$ cat src/rtl/serial_frame_tx.sv
// rtl/serial_frame_tx.sv - parallel-to-serial frame transmitter
//
// Accepts a WIDTH-bit word over a valid/ready handshake and emits it one bit
// per clock: start bit (1), WIDTH data bits, optional even-parity bit, then
// GAP idle (low) cycles. The line idles low.
//
// Ports:
//   clk          in   clock, all state changes on the rising edge
//   reset        in   synchronous active-high reset
//   data_in      in   word to transmit, sampled only on an accepting edge
//   in_valid     in   data_in is valid
//   in_ready     out  high only in IDLE (decoded from state register only)
//   data_out     out  registered serial output
//   frame_active out  registered, high during start/data/parity bits
//   done         out  registered one-cycle pulse in the first gap cycle
module serial_frame_tx #(
  parameter int WIDTH     = 8,
  parameter int LSB_FIRST = 1,
  parameter int PARITY_EN = 0,
  parameter int GAP       = 1
) (
  input  logic             clk,
  input  logic             reset,
  input  logic [WIDTH-1:0] data_in,
  input  logic             in_valid,
  output logic             in_ready,
  output logic             data_out,
  output logic             frame_active,
  output logic             done
);

  localparam int CW = (WIDTH > 1) ? $clog2(WIDTH) : 1;
  localparam int GW = (GAP > 1) ? $clog2(GAP) : 1;
  localparam logic [CW-1:0] LAST_BIT = CW'(WIDTH - 1);
  localparam logic [GW-1:0] LAST_GAP = GW'(GAP - 1);

  typedef enum logic [2:0] {
    S_IDLE,
    S_START,
    S_DATA,
    S_PARITY,
    S_GAP
  } state_t;

  state_t           state_q, state_d;
  logic [WIDTH-1:0] sr_q, sr_d;
  logic             parity_q, parity_d;
  logic [CW-1:0]    bit_cnt_q, bit_cnt_d;
  logic [GW-1:0]    gap_cnt_q, gap_cnt_d;
  logic             data_out_q, data_out_d;
  logic             frame_active_q, frame_active_d;
  logic             done_q, done_d;
  logic             accept;
  logic             sr_bit;

  assign in_ready     = (state_q == S_IDLE);
  assign accept       = in_ready && in_valid;
  assign sr_bit       = (LSB_FIRST != 0) ? sr_q[0] : sr_q[WIDTH-1];
  assign data_out     = data_out_q;
  assign frame_active = frame_active_q;
  assign done         = done_q;

  always_comb begin
    state_d        = state_q;
    sr_d           = sr_q;
    parity_d       = parity_q;
    bit_cnt_d      = bit_cnt_q;
    gap_cnt_d      = gap_cnt_q;
    data_out_d     = 1'b0;
    frame_active_d = 1'b0;
    done_d         = 1'b0;

    case (state_q)
      S_IDLE: begin
        if (accept) begin
          sr_d     = data_in;
          parity_d = ^data_in;
          state_d  = S_START;
        end
      end
      S_START: begin
        state_d   = S_DATA;
        bit_cnt_d = '0;
      end
      S_DATA: begin
        if (bit_cnt_q == LAST_BIT) begin
          state_d   = (PARITY_EN != 0) ? S_PARITY : S_GAP;
          gap_cnt_d = '0;
        end else begin
          bit_cnt_d = bit_cnt_q + 1'b1;
        end
      end
      S_PARITY: begin
        state_d   = S_GAP;
        gap_cnt_d = '0;
      end
      S_GAP: begin
        if (gap_cnt_q == LAST_GAP) begin
          state_d = S_IDLE;
        end else begin
          gap_cnt_d = gap_cnt_q + 1'b1;
        end
      end
      default: state_d = S_IDLE;
    endcase

    // Outputs are registered alongside the state, so they are decoded from
    // the state being entered. Each edge entering/staying in DATA emits the
    // next shift-register bit and consumes it.
    case (state_d)
      S_START: begin
        data_out_d     = 1'b1;
        frame_active_d = 1'b1;
      end
      S_DATA: begin
        data_out_d     = sr_bit;
        frame_active_d = 1'b1;
        sr_d           = (LSB_FIRST != 0) ? (sr_q >> 1) : (sr_q << 1);
      end
      S_PARITY: begin
        data_out_d     = parity_q;
        frame_active_d = 1'b1;
      end
      S_GAP: begin
        done_d = (state_q != S_GAP);
      end
      default: ;
    endcase
  end

  always_ff @(posedge clk) begin
    if (reset) begin
      state_q        <= S_IDLE;
      sr_q           <= '0;
      parity_q       <= 1'b0;
      bit_cnt_q      <= '0;
      gap_cnt_q      <= '0;
      data_out_q     <= 1'b0;
      frame_active_q <= 1'b0;
      done_q         <= 1'b0;
    end else begin
      state_q        <= state_d;
      sr_q           <= sr_d;
      parity_q       <= parity_d;
      bit_cnt_q      <= bit_cnt_d;
      gap_cnt_q      <= gap_cnt_d;
      data_out_q     <= data_out_d;
      frame_active_q <= frame_active_d;
      done_q         <= done_d;
    end
  end

endmodule

$ cat config.mk
export PLATFORM = sky130hd
export DESIGN_NAME = serial_frame_tx
export DESIGN_NICKNAME = d
export VERILOG_FILES = /design/src/rtl/serial_frame_tx.sv
export SDC_FILE = /design/constraint.sdc
export NUM_CORES = 1
export LEC_CHECK = 0
export ABC_AREA = 1
export ABC_CLOCK_PERIOD_IN_PS = 1900
export CAP_MARGIN = 40
export CORE_MARGIN = 2
export CORE_UTILIZATION = 40
export DETAILED_ROUTE_END_ITERATION = 7
export MAX_ROUTING_LAYER = met4
export PLACE_DENSITY = 0.76
export SETUP_SLACK_MARGIN = 0.2
export SLEW_MARGIN = 20
export SYNTH_ARGS = -nofsm -noshare
export SYNTH_HDL_FRONTEND = slang
export SYNTH_SLANG_ARGS = --single-unit
$ cat constraint.sdc
create_clock -name clk -period 1.9 [get_ports clk]
set_input_delay 0.475 -clock clk [delete_from_list [all_inputs] [get_ports clk]]
set_output_delay 0.475 -clock clk [all_outputs]
set_load 0.1 [all_outputs]
==> summary.md <==
| Metric | Value |
|---|---|
| Clock tree buffer depth | `2` |
| WL per Instance | `10.4 µm` |
| Syn_nets | `108` |
| Yosys top cell area share | `0.418` |
| Switching part of the total | `0.333` |
| FP Rows | `16` |
| Synth Warn # | `0` |
| Core ar. | `1940 µm²` |
| Comb pwr share | `0.293` |
| Net Sw Power | `278 µW` |
| Pwr/cell area | `772 nW/µm²` |
| Tmin final | `1.63 ns` |
| CTS tree | `yes` |
| Clock network power share | `0.232` |
| Max-Cap Viols | `0` |
| Sequential share of power | `0.476` |
| Post-synth ARST share | `0` |
| Lkg Pwr | `0.000444 µW` |
| Clock Tree Root | `clkbuf_4` |
| I/O pin cnt | `15` |
| FF+latch count, synth | `17` |
| Final core utilization | `0.556` |
| Residual DRC | `0` |
| Synthesized area | `815 µm²` |
| Synth Instances | `95` |
| Num Clock Sinks | `17` |
| Crit Path Class | `reg2out` |
| Yosys top cell by area | `dfxtp_1` |
| Avg Vias per Cell | `4.64` |
| Total number of vias | `645` |
| IO Port Bufs | `14` |
| Final WL | `1440 µm` |
| Initial Util | `0.419` |
| Seq/Total Area, Yosys | `0.418` |
| Dpl cells | `133` |
| Clock skew | `0.00674 ns` |
| Area grow syn2layout | `32.6%` |
| EDFF count, synth | `0` |
| Finished Layout Cells | `139` |
| Routed Antenna Nets | `0` |
| Final nets | `126` |
| RSZ-0062 raised after global routing | `false` |
| H-tree levels | `1` |
| GPL Wtd Cong | `0.767` |
| Post-synth top flop | `dfxtp_1` |
| Worst-skew pair later-pin latency | `0.30 ns` |
| Syn_area_per_cell | `8.57 µm²` |
| Critical Path Sink Type | `output port` |
| Share of cells above drive strength 1 | `0.295` |
| Tcrit/Tclk final | `0.857` |
| Vias in the first global route | `622` |
| Outcome | `complete, no violations` |
| Synth cell types | `25` |
| Antenna diodes | `0` |
| DRT Pass-1 Iters | `4` |
| Synth top cells by count | `dfxtp_1, nor2_1, inv_1, nand3_1` |
| Slew HR | `0.726` |
| CP arrival | `1.15 ns` |
| Hold_buf cts | `0` |
| Largest net degree at the start of global routing | `13` |
| Least-Margin Pin Slew | `0.410 ns` |
| Count leader, synth | `dfxtp_1` |
| Fillcell total | `193` |
| Max Slew Vio Count | `0` |
| Internal Pwr Total | `556 µW` |
| Die footprint | `2410 µm²` |
| Cts bufs inserted | `3` |
| Final hold violations | `0` |
| Path category of the worst min-delay check | `reg2reg` |
| Finish-stage setup viols | `0` |
| Drt first-iter violations | `10` |
| Initial antenna violation count | `0` |
| Final HPWL DP | `1080 µm` |
| Total gr overflow | `0` |
| Setup crit start kind | `flop` |
| Max Clock Freq | `0.614 GHz` |
| GRT Overall Usage | `0.147` |
| Final setup TNS | `0 ns` |
| Critical Path Fanout Max | `6` |
| CTS clk-pin slew, worst paths | `0.10 ns` |
| Maximum vdd ir drop | `0.000550 V` |
| Critical Path RT | `1.42 ns` |
| First-pass GRT wire length | `2600 µm` |
| Die height | `49.1 µm` |
| Synth area leaders | `dfxtp_1, nor2_1, inv_1` |
| Chip Width | `49.1 µm` |
per-stage QoR:
step,area (µm²),power (µW),setup slack (ns),hold slack (ns)
5_1_grt,1080,873,0.216,0.513
3_3_place_gp,1020,638,0.227,0.459
4_1_cts,1050,839,0.223,0.484
2_1_floorplan,826,576,0.219,0.442
6_report,1080,834,0.271,0.485
3_5_place_dp,1020,643,0.203,0.468
cell usage in the layout, fill, tap and decap left out, types with 2 or more instances in the layout:
cell	count
inv_2	2
buf_4	3
nor2_4	4
nand3_1	6
o21ai_1	4
nand2_1	4
nor2_1	16
clkdlybuf4s50_1	10
nor3_1	2
a21oi_2	2
dfxtp_1	17
ha_1	2
clkbuf_4	3
o22ai_2	4
inv_1	15
buf_12	4
final timing paths:
check,startpoint,end,slack [ns],cells after the start
max reg2reg,bit_cnt_q[0]$_SDFFE_PP0P_,sr_q[5]$_SDFFE_PP0P_,0.31,8
max,state_q[2]$_SDFF_PP0_,in_ready,0.27,2
min reg2reg,bit_cnt_q[0]$_SDFFE_PP0P_,bit_cnt_q[0]$_SDFFE_PP0P_,0.48,1
min,bit_cnt_q[0]$_SDFFE_PP0P_,bit_cnt_q[0]$_SDFFE_PP0P_,0.48,1
worst max-delay path, stage by stage, from the launching register on:
cell,delay [ns]
dfxtp_1,0.41
nor3_4,0.25
buf_12,0.20
what timing repair did:
| action | CTS | global route |
|---|---|---|
| setup endpoints to repair | 0 | 11 |
| setup buffers | 0 | 2 |
| gates resized for setup | 0 | 2 |
final cells by class:
class	instances	area (µm²)	share of cell area
Clock buffer	3	22.5	0.0209
Multi-Input combinational cell	56	405	0.375
Timing Repair Buffer	17	203	0.188
Sequential cell	17	340	0.315
Clock inverter	1	5.00	0.00463
Tap cell	27	33.8	0.0313
Inverter	18	70.1	0.0649
power groups by stage:
stage	clock (µW)	sequential [µW]	combinational, µW
CTS	204	396	239
finish	193	397	244
global placement	0	404	235
detailed placement	0	404	239
floorplan	0	430	145
global route	211	400	262
cell families (layout without fill, tap and decap cells):
logic type               Yosys count  in the layout  synth area share
buffers and inverters             22             39             0.118
adder cells (fa/ha/maj)            2              2            0.0307
AO/OA/AOI/OAI                     15             15             0.151
AND/OR/NAND/NOR                   39             39             0.283
flip-flops                        17             17             0.418
state kept, by name, indices dropped and copies added (netlist names):
| register | count |
|---|---|
| bit_cnt_q | 3 |
| frame_active | 1 |
| state_q | 3 |
| data_out | 1 |
| sr_q | 8 |
| done | 1 |
layer usage:
layer  part of all wire  GRT usage  wire (µm)  vias up
li1                   -          -          -      331
met1               0.44      0.161        627      296
met2               0.49      0.230        705       13
met3              0.055     0.0613         79        5
met4              0.019     0.0714         28        0
met5                  0          -          0        -
No activity file was read; power rests on OpenSTA's default activity.
